**src/rtl/loas_candidate_scanner_if.sv**
```systemverilog
// Candidate-scanner bus: job intake plus candidate stream toward the FIFO.
// Handshake rule (both channels): a transfer happens on a rising clk edge
// when valid and ready are both high; the sender holds its payload stable
// while valid is high and ready is low; valid never waits on ready.
interface loas_candidate_scanner_if #(
  parameter int NUM_COLS    = 16,
  parameter int NEURON_ID_W = 4,
  parameter int T           = 15,
  parameter int CNT_W       = 16
);
  localparam int COL_ID_W = $clog2(NUM_COLS);
  localparam int SCORE_W  = $clog2(T + 1);

  logic                      job_valid;
  logic                      job_ready;
  logic [NEURON_ID_W-1:0]    job_neuron;
  logic [NUM_COLS-1:0]       job_wmask;
  logic [NUM_COLS*T-1:0]     job_spikes;
  logic                      out_valid;
  logic                      out_ready;
  logic [NEURON_ID_W-1:0]    out_neuron;
  logic [COL_ID_W-1:0]       out_col;
  logic [SCORE_W-1:0]        out_score;
  logic                      out_last;
  logic                      job_done;
  logic [CNT_W-1:0]          stat_cand_cnt;

  // Scanner side
  modport master (
    input  job_valid, job_neuron, job_wmask, job_spikes, out_ready,
    output job_ready, out_valid, out_neuron, out_col, out_score, out_last,
           job_done, stat_cand_cnt
  );

  // Environment side: job source and candidate sink
  modport slave (
    output job_valid, job_neuron, job_wmask, job_spikes, out_ready,
    input  job_ready, out_valid, out_neuron, out_col, out_score, out_last,
           job_done, stat_cand_cnt
  );
endinterface

```
**src/rtl/loas_candidate_scanner.sv**
```systemverilog
// Takes one neuron job and emits one (neuron, col, score) candidate per
// cycle, lowest column first, for each column with a nonzero weight and a
// nonzero spike train. All candidate outputs come from registers.
module loas_candidate_scanner #(
  parameter int NUM_COLS    = 16,
  parameter int NEURON_ID_W = 4,
  parameter int T           = 15,
  parameter int CNT_W       = 16
) (
  input  logic                    clk,
  input  logic                    rst_n,
  loas_candidate_scanner_if.master bus,
  output logic [0:0]              dbg_state
);
  localparam int COL_ID_W = $clog2(NUM_COLS);
  localparam int SCORE_W  = $clog2(T + 1);

  typedef enum logic [0:0] {IDLE = 1'b0, SCAN = 1'b1} state_t;

  state_t                 st, st_d;
  logic [NEURON_ID_W-1:0] neuron_q;
  logic [NUM_COLS-1:0]    pending, pending_d;
  logic [NUM_COLS-1:0]    nz, load_mask;
  logic [NUM_COLS*T-1:0]  spikes_q;
  logic                   done_q, done_d;
  logic [CNT_W-1:0]       cnt_q;
  logic [COL_ID_W-1:0]    col_sel;
  logic [SCORE_W-1:0]     score_sel;
  logic                   last_sel;
  logic                   accept, fire;

  // Which incoming columns carry at least one spike
  always_comb begin
    nz = '0;
    for (int c = 0; c < NUM_COLS; c++) begin
      nz[c] = |bus.job_spikes[c*T +: T];
    end
  end

  assign load_mask = bus.job_wmask & nz;

  // Lowest pending column and the popcount of its latched train
  always_comb begin
    col_sel   = '0;
    score_sel = '0;
    for (int c = NUM_COLS - 1; c >= 0; c--) begin
      if (pending[c]) begin
        col_sel   = COL_ID_W'(c);
        score_sel = SCORE_W'($countones(spikes_q[c*T +: T]));
      end
    end
  end

  assign last_sel = (st == SCAN) && $onehot(pending);
  assign accept   = bus.job_valid & bus.job_ready;
  assign fire     = bus.out_valid & bus.out_ready;

  assign bus.job_ready     = (st == IDLE);
  assign bus.out_valid     = (st == SCAN);
  assign bus.out_neuron    = neuron_q;
  assign bus.out_col       = col_sel;
  assign bus.out_score     = score_sel;
  assign bus.out_last      = last_sel;
  assign bus.job_done      = done_q;
  assign bus.stat_cand_cnt = cnt_q;
  assign dbg_state         = st;

  // Next state, pending mask and completion pulse
  always_comb begin
    st_d      = st;
    pending_d = pending;
    done_d    = 1'b0;
    case (st)
      IDLE: begin
        if (accept) begin
          pending_d = load_mask;
          if (load_mask != '0) st_d = SCAN;
          else                 done_d = 1'b1;
        end
      end
      SCAN: begin
        if (fire) begin
          pending_d[col_sel] = 1'b0;
          if (last_sel) begin
            st_d   = IDLE;
            done_d = 1'b1;
          end
        end
      end
      default: st_d = IDLE;
    endcase
  end

  // State, job payload latch and saturating candidate counter
  always_ff @(posedge clk or negedge rst_n) begin
    if (!rst_n) begin
      st       <= IDLE;
      pending  <= '0;
      done_q   <= 1'b0;
      cnt_q    <= '0;
      neuron_q <= '0;
      spikes_q <= '0;
    end else begin
      st      <= st_d;
      pending <= pending_d;
      done_q  <= done_d;
      if (fire && (cnt_q != '1)) cnt_q <= cnt_q + 1'b1;
      if (accept) begin
        neuron_q <= bus.job_neuron;
        spikes_q <= bus.job_spikes;
      end
    end
  end
endmodule
```
**src/flat_wrapper.sv**
```systemverilog
// flat-port wrapper written by rule: the top's interface ports become plain ports
module loas_candidate_scanner_flat 
#(
  parameter int NUM_COLS    = 16,
  parameter int NEURON_ID_W = 4,
  parameter int T           = 15,
  parameter int CNT_W       = 16
)
  (clk, rst_n, dbg_state, bus_job_valid, bus_job_neuron, bus_job_wmask, bus_job_spikes, bus_out_ready, bus_job_ready, bus_out_valid, bus_out_neuron, bus_out_col, bus_out_score, bus_out_last, bus_job_done, bus_stat_cand_cnt);
  loas_candidate_scanner_if #(.NUM_COLS(NUM_COLS), .NEURON_ID_W(NEURON_ID_W), .T(T), .CNT_W(CNT_W)) bus_i ();
  input  logic clk;
  input  logic rst_n;
  output logic [0:0] dbg_state;
  input wire logic [$bits(bus_i.job_valid)-1:0] bus_job_valid;
  input wire logic [$bits(bus_i.job_neuron)-1:0] bus_job_neuron;
  input wire logic [$bits(bus_i.job_wmask)-1:0] bus_job_wmask;
  input wire logic [$bits(bus_i.job_spikes)-1:0] bus_job_spikes;
  input wire logic [$bits(bus_i.out_ready)-1:0] bus_out_ready;
  output wire logic [$bits(bus_i.job_ready)-1:0] bus_job_ready;
  output wire logic [$bits(bus_i.out_valid)-1:0] bus_out_valid;
  output wire logic [$bits(bus_i.out_neuron)-1:0] bus_out_neuron;
  output wire logic [$bits(bus_i.out_col)-1:0] bus_out_col;
  output wire logic [$bits(bus_i.out_score)-1:0] bus_out_score;
  output wire logic [$bits(bus_i.out_last)-1:0] bus_out_last;
  output wire logic [$bits(bus_i.job_done)-1:0] bus_job_done;
  output wire logic [$bits(bus_i.stat_cand_cnt)-1:0] bus_stat_cand_cnt;
  assign bus_i.job_valid = bus_job_valid;
  assign bus_i.job_neuron = bus_job_neuron;
  assign bus_i.job_wmask = bus_job_wmask;
  assign bus_i.job_spikes = bus_job_spikes;
  assign bus_i.out_ready = bus_out_ready;
  assign bus_job_ready = bus_i.job_ready;
  assign bus_out_valid = bus_i.out_valid;
  assign bus_out_neuron = bus_i.out_neuron;
  assign bus_out_col = bus_i.out_col;
  assign bus_out_score = bus_i.out_score;
  assign bus_out_last = bus_i.out_last;
  assign bus_job_done = bus_i.job_done;
  assign bus_stat_cand_cnt = bus_i.stat_cand_cnt;
  loas_candidate_scanner #(.NUM_COLS(NUM_COLS), .NEURON_ID_W(NEURON_ID_W), .T(T), .CNT_W(CNT_W)) u_core (.clk(clk), .rst_n(rst_n), .bus(bus_i), .dbg_state(dbg_state));
endmodule
```
**config.mk**
```make
export PLATFORM = sky130hd
export DESIGN_NAME = loas_candidate_scanner_flat
export DESIGN_NICKNAME = d
export VERILOG_FILES = /design/src/rtl/loas_candidate_scanner_if.sv /design/src/rtl/loas_candidate_scanner.sv /design/src/flat_wrapper.sv
export SDC_FILE = /design/constraint.sdc
export NUM_CORES = 1
export LEC_CHECK = 0
export CORE_MARGIN = 2
export CORE_UTILIZATION = 50
export CTS_CLUSTER_SIZE = 40
export DETAILED_ROUTE_END_ITERATION = 16
export PLACE_DENSITY = 0.78
export SLEW_MARGIN = 25
export SYNTH_ARGS = -nofsm -noshare
export SYNTH_HDL_FRONTEND = slang
export SYNTH_SLANG_ARGS = --single-unit
```
**constraint.sdc**
```tcl
create_clock -name clk -period 5.5 [get_ports clk]
set_input_delay 1.1 -clock clk [delete_from_list [all_inputs] [get_ports clk]]
set_output_delay 1.1 -clock clk [all_outputs]
set_load 0.02 [all_outputs]
```
After elaboration in Yosys (flattened, before gate mapping)
Cells that the tools add are included.

storage, ports and cells
  bits in registers = 278
  output and inout bits = 33
  word-level logic and storage cells = 326

operators by class
  add/sub/neg operators = 240
  order comparisons = 2
  equal/unequal tests = 4
  multiplexer cells = 47
  bitwise gates (word level) = 6
  reduce and logical (&&, ||, !) cells = 21

operators with widths
  kind                                                                    count
  4-bit adder                                                             96
  1-bit by 1-bit adder with 2-bit output                                  120
  15-bit OR reduction                                                     16
  4-bit two-way mux                                                       32
  4-bit by 1-bit adder with 4-bit output                                  16
  5-bit adder                                                             7
  16-bit AND                                                              2
  16-bit two-way mux                                                      2
  16-bit one-hot mux with 2 select lines                                  1
  16-bit by 1-bit adder with 16-bit output (second input constant)        1
  16-bit inequality test (second input constant)                          1
  16-bit inverter                                                         1
  16-bit nonzero test                                                     1
  1-bit two-way mux                                                       9
  5-bit by 1-bit == test with 1-bit output (second input constant)        1
  4-bit by 5-bit < comparator with 1-bit output (second input constant)   1
  1-bit demux with 4-bit select                                           1
  4-bit by 1-bit >= comparator with 1-bit output (second input constant)  1
  2-bit inequality test (second input constant)                           2
  1-bit one-hot mux with 2 select lines                                   2
  1-bit logical AND                                                       3
  1-bit AND                                                               2
  2-bit AND reduction                                                     1
  1-bit inverter                                                          1

Logic depth before layout (Yosys ltp)
Gate-level depths: netlist (run 1).

  depth in word-level cells = 24
  gate-level depth with buffers = 17
  gate-level depth less buffers = 17

Worst setup path before layout (run 1)
Ideal clock, no wire load.

  kind = register -> output
  start point = register u_core.spikes_q[162]
  end point = output bus_out_score[1]
  data arrival time = 4121 ps
  required time = 4400 ps
  setup slack = 279 ps
  cell stages (with the launch flop) = 15
  path buffers = 0
  cells stage by stage = dfrtp_1 ha_1 fa_1 inv_1 fa_1 inv_1 fa_1 ha_1 inv_1 fa_1 o21ai_0 nor2_1 a2111oi_0 a21oi_1 a211oi_1

between the ends
  longest elaborated chain between the ends = 15

ends and longest elaborated chain
  what                                    RTL line                       source
  start, declared                         loas_candidate_scanner.sv:24   logic [NUM_COLS*T-1:0] spikes_q;
  start signal, assigned                  loas_candidate_scanner.sv:110  spikes_q <= bus.job_spikes;
  1-bit by 1-bit adder with 2-bit output  loas_candidate_scanner.sv:49   score_sel = SCORE_W'($countones(spikes_q[c*T +: T]));
  4-bit by 1-bit adder with 4-bit output  loas_candidate_scanner.sv:49
  4-bit adder (2 in a row)                loas_candidate_scanner.sv:49
  4-bit two-way mux (11 in a row)         loas_candidate_scanner.sv:47   if (pending[c]) begin
  end, declared                           flat_wrapper.sv:23             output wire logic [$bits(bus_i.out_score)-1:0] bus_out_score;

No other way between the ends.

Worst setup path in the final report (run 1)
  start point = register u_core.spikes_q[222]
  end point = output bus_out_score[2]

between the ends
  longest elaborated chain between the ends = 19

ends and longest elaborated chain
  what                                    RTL line
  1-bit by 1-bit adder with 2-bit output  loas_candidate_scanner.sv:49
  4-bit by 1-bit adder with 4-bit output  loas_candidate_scanner.sv:49
  4-bit adder (2 in a row)                loas_candidate_scanner.sv:49
  4-bit two-way mux (15 in a row)         loas_candidate_scanner.sv:47

No other way between the ends.

==> results of run 1 <==
-- final timing paths --
check / start / endpoint / slack [ns] / depth (start not counted)
worst max-delay path: u_core.spikes_q[222]$_DFFE_PN0P_ / bus_out_score[2] / -0.34 / 18
worst min-delay path: u_core.spikes_q[172]$_DFFE_PN0P_ / u_core.spikes_q[172]$_DFFE_PN0P_ / 0.48 / 2
worst max register to register: u_core.pending[8]$_DFFE_PN0P_ / u_core.bus.out_valid$_DFF_PN0_ / 1.05 / 14
worst min register to register: u_core.spikes_q[172]$_DFFE_PN0P_ / u_core.spikes_q[172]$_DFFE_PN0P_ / 0.48 / 2
max in group asynchronous: rst_n / u_core.spikes_q[152]$_DFFE_PN0P_ / 3.72 / 2
min in group asynchronous: rst_n / u_core.spikes_q[41]$_DFFE_PN0P_ / 0.50 / 1
-- synthesized netlist by cell type, types with 14 or more instances --
library cell / count / share of area
ha_1: 176 / 0.11
xnor2_1: 27 / 0.012
a21oi_1: 47 / 0.012
nand3_1: 20 / 0.0052
nor4_1: 50 / 0.016
nor2_1: 28 / 0.0055
nand2_1: 770 / 0.15
dfrtp_1: 278 / 0.36
inv_1: 303 / 0.059
clkbuf_1: 64 / 0.012
a21o_1: 14 / 0.0055
nor3_1: 25 / 0.0065
nand4_1: 18 / 0.0058
o21ai_0: 21 / 0.0055
fa_1: 171 / 0.18
-- placed cells by master, fill, tap and decap left out, types with 35 or more instances in the layout --
master,count
a21oi_1,40
nor4_1,50
clkdlybuf4s50_1,290
nand2_1,769
ha_1,150
inv_1,277
clkbuf_16,35
fa_1,162
buf_4,47
dfrtp_1,278
-- registers in the layout, indices dropped and copies added, names as in the netlist --
register / count
u_core.bus.job_done: 1
u_core.bus.out_neuron: 4
u_core.bus.stat_cand_cnt: 16
u_core.bus.out_valid: 1
u_core.pending: 16
u_core.spikes_q: 240
-- kinds of logic after synthesis --
group / Yosys count / share of synthesized area
buffers and inverters: 374 / 0.07328
muxes: 3 / 0.001623
DFF: 278 / 0.3609
AOI/OAI and AO/OA: 151 / 0.05368
xor gates and xnor gates: 40 / 0.01817
adders and majority gates: 347 / 0.2918
and+or+nand+nor: 943 / 0.2005
-- layout make-up --
| cell class | instances | area (um^2) |
|---|---|---|
| fill | 2993 | 13160 |
| inverter | 303 | 1137 |
| antenna | 1 | 2.502 |
| tap | 511 | 639.4 |
| clock inverter | 14 | 211.5 |
| clock buffer | 44 | 979.7 |
| timing repair buffer | 344 | 3364 |
| sequential | 278 | 6957 |
| multi-input combinational | 1484 | 11390 |
-- worst min-delay path: stages (launching register included) --
cell     delay, ns
dfrtp_1       0.34
nand2_1       0.05
nand2_1       0.06
-- layer usage --
layer	wire length, um	up-vias	track usage
li1	-	7355	-
met1	20530	7547	0.3261
met2	24480	498	0.4251
met3	4021	101	0.07387
met4	1469	6	0.08466
met5	44	-	0
-- stage by stage --
stage | utilization | cells | worst slack, ns | TNS [ns]
4_1_cts | 0.6416 | 2963 | -0.3602 | -1.111
2_1_floorplan | - | 2136 | 0.2793 | 0
3_5_place_dp | 0.6040 | 2899 | -0.3717 | -0.9815
3_3_place_gp | 0.6040 | 2899 | -0.3282 | -0.7676
5_1_grt | 0.6522 | 2979 | -0.4473 | -1.731
6_report | 0.6522 | 2979 | -0.3350 | -1.076
-- repair_timing --
action,in CTS,in global routing
gates resized for setup,81,51
pin swaps,66,69
buffers inserted,8,15
endpoints found under the setup margin,5,5
==> flow_metrics.py, run 1 <==
metrics = {
    "clocking": {
        "cts-root-buf": "clkbuf_16",
        "clk_latency_ns": 0.55,
        "clkTransAtPathRegs_ns": 0.06,
        "clockBufferDepth": 3,
        "cts_buffers": 34,
        "cts_tree": "yes",
        "htreeDepth": 2,
        "cts_hold_buf": 0,
        "cts.sinks": 278,
    },
    "critical_path": {
        "path_max_fanout": 2,
        "cp_slowest_stage_delay_ns": 0.55,
        "crit_buf_inv": 6,
        "slowest_stage": "fa_1",
        "crit_top_cell": "inv_2",
        "worstSetupEndpointType": "output port",
        "start_kind": "flip-flop",
        "crit_chain": "ha_4 -> inv_2 -> fa_1 -> inv_2 -> fa_1 -> inv_2 -> fa_1 -> inv_2 -> ha_4 -> inv_2 -> fa_2 -> xnor2_2 -> a22oi_2 -> o21ai_2 -> a221o_1 -> a21oi_2 -> o21ai_1 -> buf_4",
        "crit_required_ns": 4.40,
        "crit_family": "adder cells",
        "worstSetupPathType": "flip-flop to output port",
        "cp.arrival_ns": 4.74,
    },
    "timing": {
        "whs_ns": 0.4795,
        "finalHoldViolations": 0,
        "finalSetupViolations": 5,
        "fmax_ghz": 0.1714,
        "fin_crit_sh": 1.061,
        "fin_skew_ns": 0.02110,
        "layout_setup_ws_ns": -0.3350,
        "rsz0062_at_grt": "yes",
        "min_period_ns": 5.835,
        "slew_violations": 0,
        "relSlewSlack": 0.4207,
        "worst_slew_pin_slew_ns": 0.8690,
    },
    "outcome": {
        "status": "finished with violations",
        "failed_checks": "setup timing",
    },
    "placement": {
        "dp_hpwl_mm": 38.24,
        "gp_congestion": 0.8867,
        "io_buffers": 296,
        "postPlaceCellArea_um2": 22860,
    },
    "global_route": {
        "antenna_found_initial": 4,
        "grt_max_degree": 150,
        "grt_pass1_wl_mm": 83.06,
        "grtUsageTotal": 0.2570,
        "overflow": 0,
        "first_global_vias": 16593,
    },
    "job": {
        "maxCapViolCount": 0,
    },
    "logic_synthesis": {
        "yosys_warnings": 0,
        "ys_seq_area_frac": 0.3609,
        "synth_edf_count": 0,
        "ys.flop_type": "dfrtp_1",
        "async_flop_share": 1.000,
        "syn_inst": 2136,
        "synth_area_um2": 19280,
        "postSynthAreaPerCell_um2": 9.024,
        "synth.distinct_cells": 67,
        "ys_ff_latch": 278,
        "syn-num-nets": 2747,
    },
    "layout": {
        "final_nets": 3056,
        "design_area_um2": 24680,
        "area_growth_pct": 28.05,
        "drive_above_1_share": 0.08715,
    },
    "floorplan": {
        "start_util": 0.5094,
        "core-area_um2": 37840,
        "placementRows": 71,
        "ioPinCount": 297,
        "die_area_um2": 40140,
        "die_h_um": 200.3,
        "fp.dieW_um": 200.3,
    },
    "min_path": {
        "hp-class": "flip-flop to flip-flop",
    },
    "route": {
        "viasPerCell": 5.205,
        "dr_total_vias": 15507,
        "ant_nets": 0,
        "drcViolationCount": 0,
        "drt_pass1_iterations": 5,
        "first_iter_violations": 903,
        "wl_mm": 50.55,
        "wire_per_inst_um": 16.97,
    },
}
Power of run 1 is left out: the tool's default activity adds up to more than one toggle a clock period on the data nets, which glitch-free logic cannot reach.
==> run 2: changes to the inputs <==
--- a/config.mk
+++ b/config.mk
@@ -5,6 +5,7 @@
 export SDC_FILE = /design/constraint.sdc
 export NUM_CORES = 1
 export LEC_CHECK = 0
+export ABC_AREA = 0
 export CORE_MARGIN = 2
 export CORE_UTILIZATION = 50
 export CTS_CLUSTER_SIZE = 40
==> results of run 2 <==
No change in the layout: final DEF, timing and power equal those of run 1.
Power of run 2 is left out for the same reason.
==> run 3: changes to the inputs <==
--- a/config.mk
+++ b/config.mk
@@ -6,6 +6,7 @@
 export NUM_CORES = 1
 export LEC_CHECK = 0
 export ABC_AREA = 0
+export CORE_ASPECT_RATIO = 1.2
 export CORE_MARGIN = 2
 export CORE_UTILIZATION = 50
 export CTS_CLUSTER_SIZE = 40
==> run 3 against run 2 <==
Net effect:
- the flow still finishes with violations (setup timing)
- die area is essentially flat
- final cell count shrank 0.97%
- via count down 0.51%
- sequential cell count is the same
- count of clock-buffer cells in the layout increased by 4
- core utilization decreased by 0.75 points
- critical path type unchanged
- critical endpoint is now bus_out_score[1]
==> flow_metrics.py, run 3 (synthesized netlist as in run 1, its figures left out) <==
metrics = {
    "route": {
        "ant_nets": 0,
        "wire_per_inst_um": 16.47,
        "wl_mm": 48.58,
        "viasPerCell": 5.230,
        "first_iter_violations": 688,
        "drt_pass1_iterations": 5,
        "dr_total_vias": 15428,
        "drcViolationCount": 0,
    },
    "global_route": {
        "overflow": 0,
        "antenna_found_initial": 4,
        "grtUsageTotal": 0.2509,
        "grt_max_degree": 129,
        "first_global_vias": 16609,
        "grt_pass1_wl_mm": 80.17,
    },
    "timing": {
        "finalHoldViolations": 0,
        "rsz0062_at_grt": "yes",
        "finalSetupViolations": 5,
        "layout_setup_ws_ns": -0.2225,
        "relSlewSlack": 0.3371,
        "slew_violations": 0,
        "fin_crit_sh": 1.040,
        "worst_slew_pin_slew_ns": 0.9943,
        "fin_skew_ns": 0.02007,
        "min_period_ns": 5.723,
        "fmax_ghz": 0.1747,
    },
    "critical_path": {
        "worstSetupEndpointType": "output port",
        "crit_required_ns": 4.40,
        "cp.arrival_ns": 4.62,
        "start_kind": "flip-flop",
        "path_max_fanout": 2,
        "worstSetupPathType": "flip-flop to output port",
    },
    "placement": {
        "gp_congestion": 0.8788,
        "io_buffers": 296,
        "postPlaceCellArea_um2": 22810,
        "dp_hpwl_mm": 37.94,
    },
    "clocking": {
        "clkTransAtPathRegs_ns": 0.05,
        "cts_tree": "yes",
        "clk_latency_ns": 0.53,
        "cts.sinks": 278,
        "cts_buffers": 34,
        "htreeDepth": 2,
        "clockBufferDepth": 3,
        "cts-root-buf": "clkbuf_16",
    },
    "floorplan": {
        "placementRows": 78,
        "die_h_um": 219.1,
        "ioPinCount": 297,
        "core-area_um2": 37960,
        "die_area_um2": 40150,
        "start_util": 0.5077,
        "fp.dieW_um": 183.2,
    },
    "outcome": {
        "failed_checks": "setup timing",
        "status": "finished with violations",
    },
    "layout": {
        "area_growth_pct": 26.97,
        "final_common_cell": "nand2_1",
        "design_area_um2": 24470,
        "mostFrequentLayoutCells": "nand2_1, clkdlybuf4s50_1, inv_1",
        "largest-register": "u_core.spikes_q",
        "drive_above_1_share": 0.08107,
        "final_nets": 3056,
        "largest_reg_flops": 240,
    },
    "job": {
        "maxCapViolCount": 0,
    },
    "min_path": {
        "hp-class": "flip-flop to flip-flop",
    },
}
-- run 3: cell count changes in the layout (fill, tap and decap cells not counted), moves of 2 or more --
| cell | previous run | this run |
|---|---|---|
| clkbuf_1 | 2 | 6 |
| a21oi_2 | 6 | 9 |
| bufinv_16 | 5 | 2 |
| clkinv_4 | 2 | 0 |
| ha_2 | 10 | 8 |
| ha_4 | 16 | 12 |
| inv_1 | 277 | 279 |
| diode_2 | 1 | 3 |
| ha_1 | 150 | 156 |
| inv_2 | 26 | 24 |
| a21oi_1 | 40 | 38 |
-- run 3: final timing paths --
kind | to | slack (ns) | startpoint | cells past startpoint
min in group asynchronous | u_core.spikes_q[38]$_DFFE_PN0P_ | 0.50 | rst_n | 1
max | bus_out_score[1] | -0.22 | u_core.spikes_q[168]$_DFFE_PN0P_ | 15
max in group asynchronous | u_core.spikes_q[198]$_DFFE_PN0P_ | 3.71 | rst_n | 3
min reg2reg | u_core.spikes_q[234]$_DFFE_PN0P_ | 0.48 | u_core.spikes_q[234]$_DFFE_PN0P_ | 2
min | u_core.spikes_q[234]$_DFFE_PN0P_ | 0.48 | u_core.spikes_q[234]$_DFFE_PN0P_ | 2
max reg2reg | u_core.bus.out_valid$_DFF_PN0_ | 1.12 | u_core.pending[10]$_DFFE_PN0P_ | 13
-- run 3: final cells by class --
type / instances / area [um^2]
Fill cell: 2987 / 13490
Multi-Input combinational cell: 1484 / 11280
Sequential cell: 278 / 6957
Timing Repair Buffer: 344 / 3385
Inverter: 303 / 1137
Clock buffer: 48 / 994.7
Tap cell: 480 / 600.6
Clock inverter: 10 / 111.4
Antenna cell: 3 / 7.507
-- run 3: routing by layer --
layer | part of all wire | global-route usage | wire (um)
met1 | 0.39 | 0.2961 | 19150
met2 | 0.52 | 0.4663 | 25340
met3 | 0.053 | 0.04115 | 2591
met4 | 0.031 | 0.07760 | 1494
met5 | 0.00016 | 0 | 8
-- run 3: stage by stage --
stage	setup slack, ns	util	setup TNS, ns	hold slack [ns]	std cells
final	-0.2225	0.6447	-0.7198	0.4780	2950
after CTS	-0.3266	0.6373	-0.8375	0.4805	2936
after detailed placement	-0.4270	0.6008	-1.084	0.4687	2866
after global placement	-0.3264	0.6008	-0.8113	0.4627	2866
after floorplan	0.2793	-	0	0.4497	2136
after global routing	-0.4119	0.6446	-1.561	0.4970	2948
-- run 3: what timing repair did --
action                     in CTS  in global routing
gates cloned                    0                  0
hold buffers                    0                  0
resized for setup              82                 40
setup buffers                  12                 10
pin swaps                      64                 38
setup endpoints to repair       5                  5
hold endpoints to repair        0                  0
-- run 3: critical path, stage by stage (launching register included) --
cell	delay, ns
dfrtp_1	0.39
ha_1	0.32
fa_1	0.53
inv_2	0.04
fa_2	0.56
inv_2	0.04
fa_2	0.54
ha_4	0.13
inv_2	0.04
fa_1	0.54
a21oi_2	0.16
nor2_2	0.07
a2111oi_4	0.29
a21oi_2	0.12
a211oi_2	0.15
buf_4	0.18
Power of run 3 is left out for the same reason.
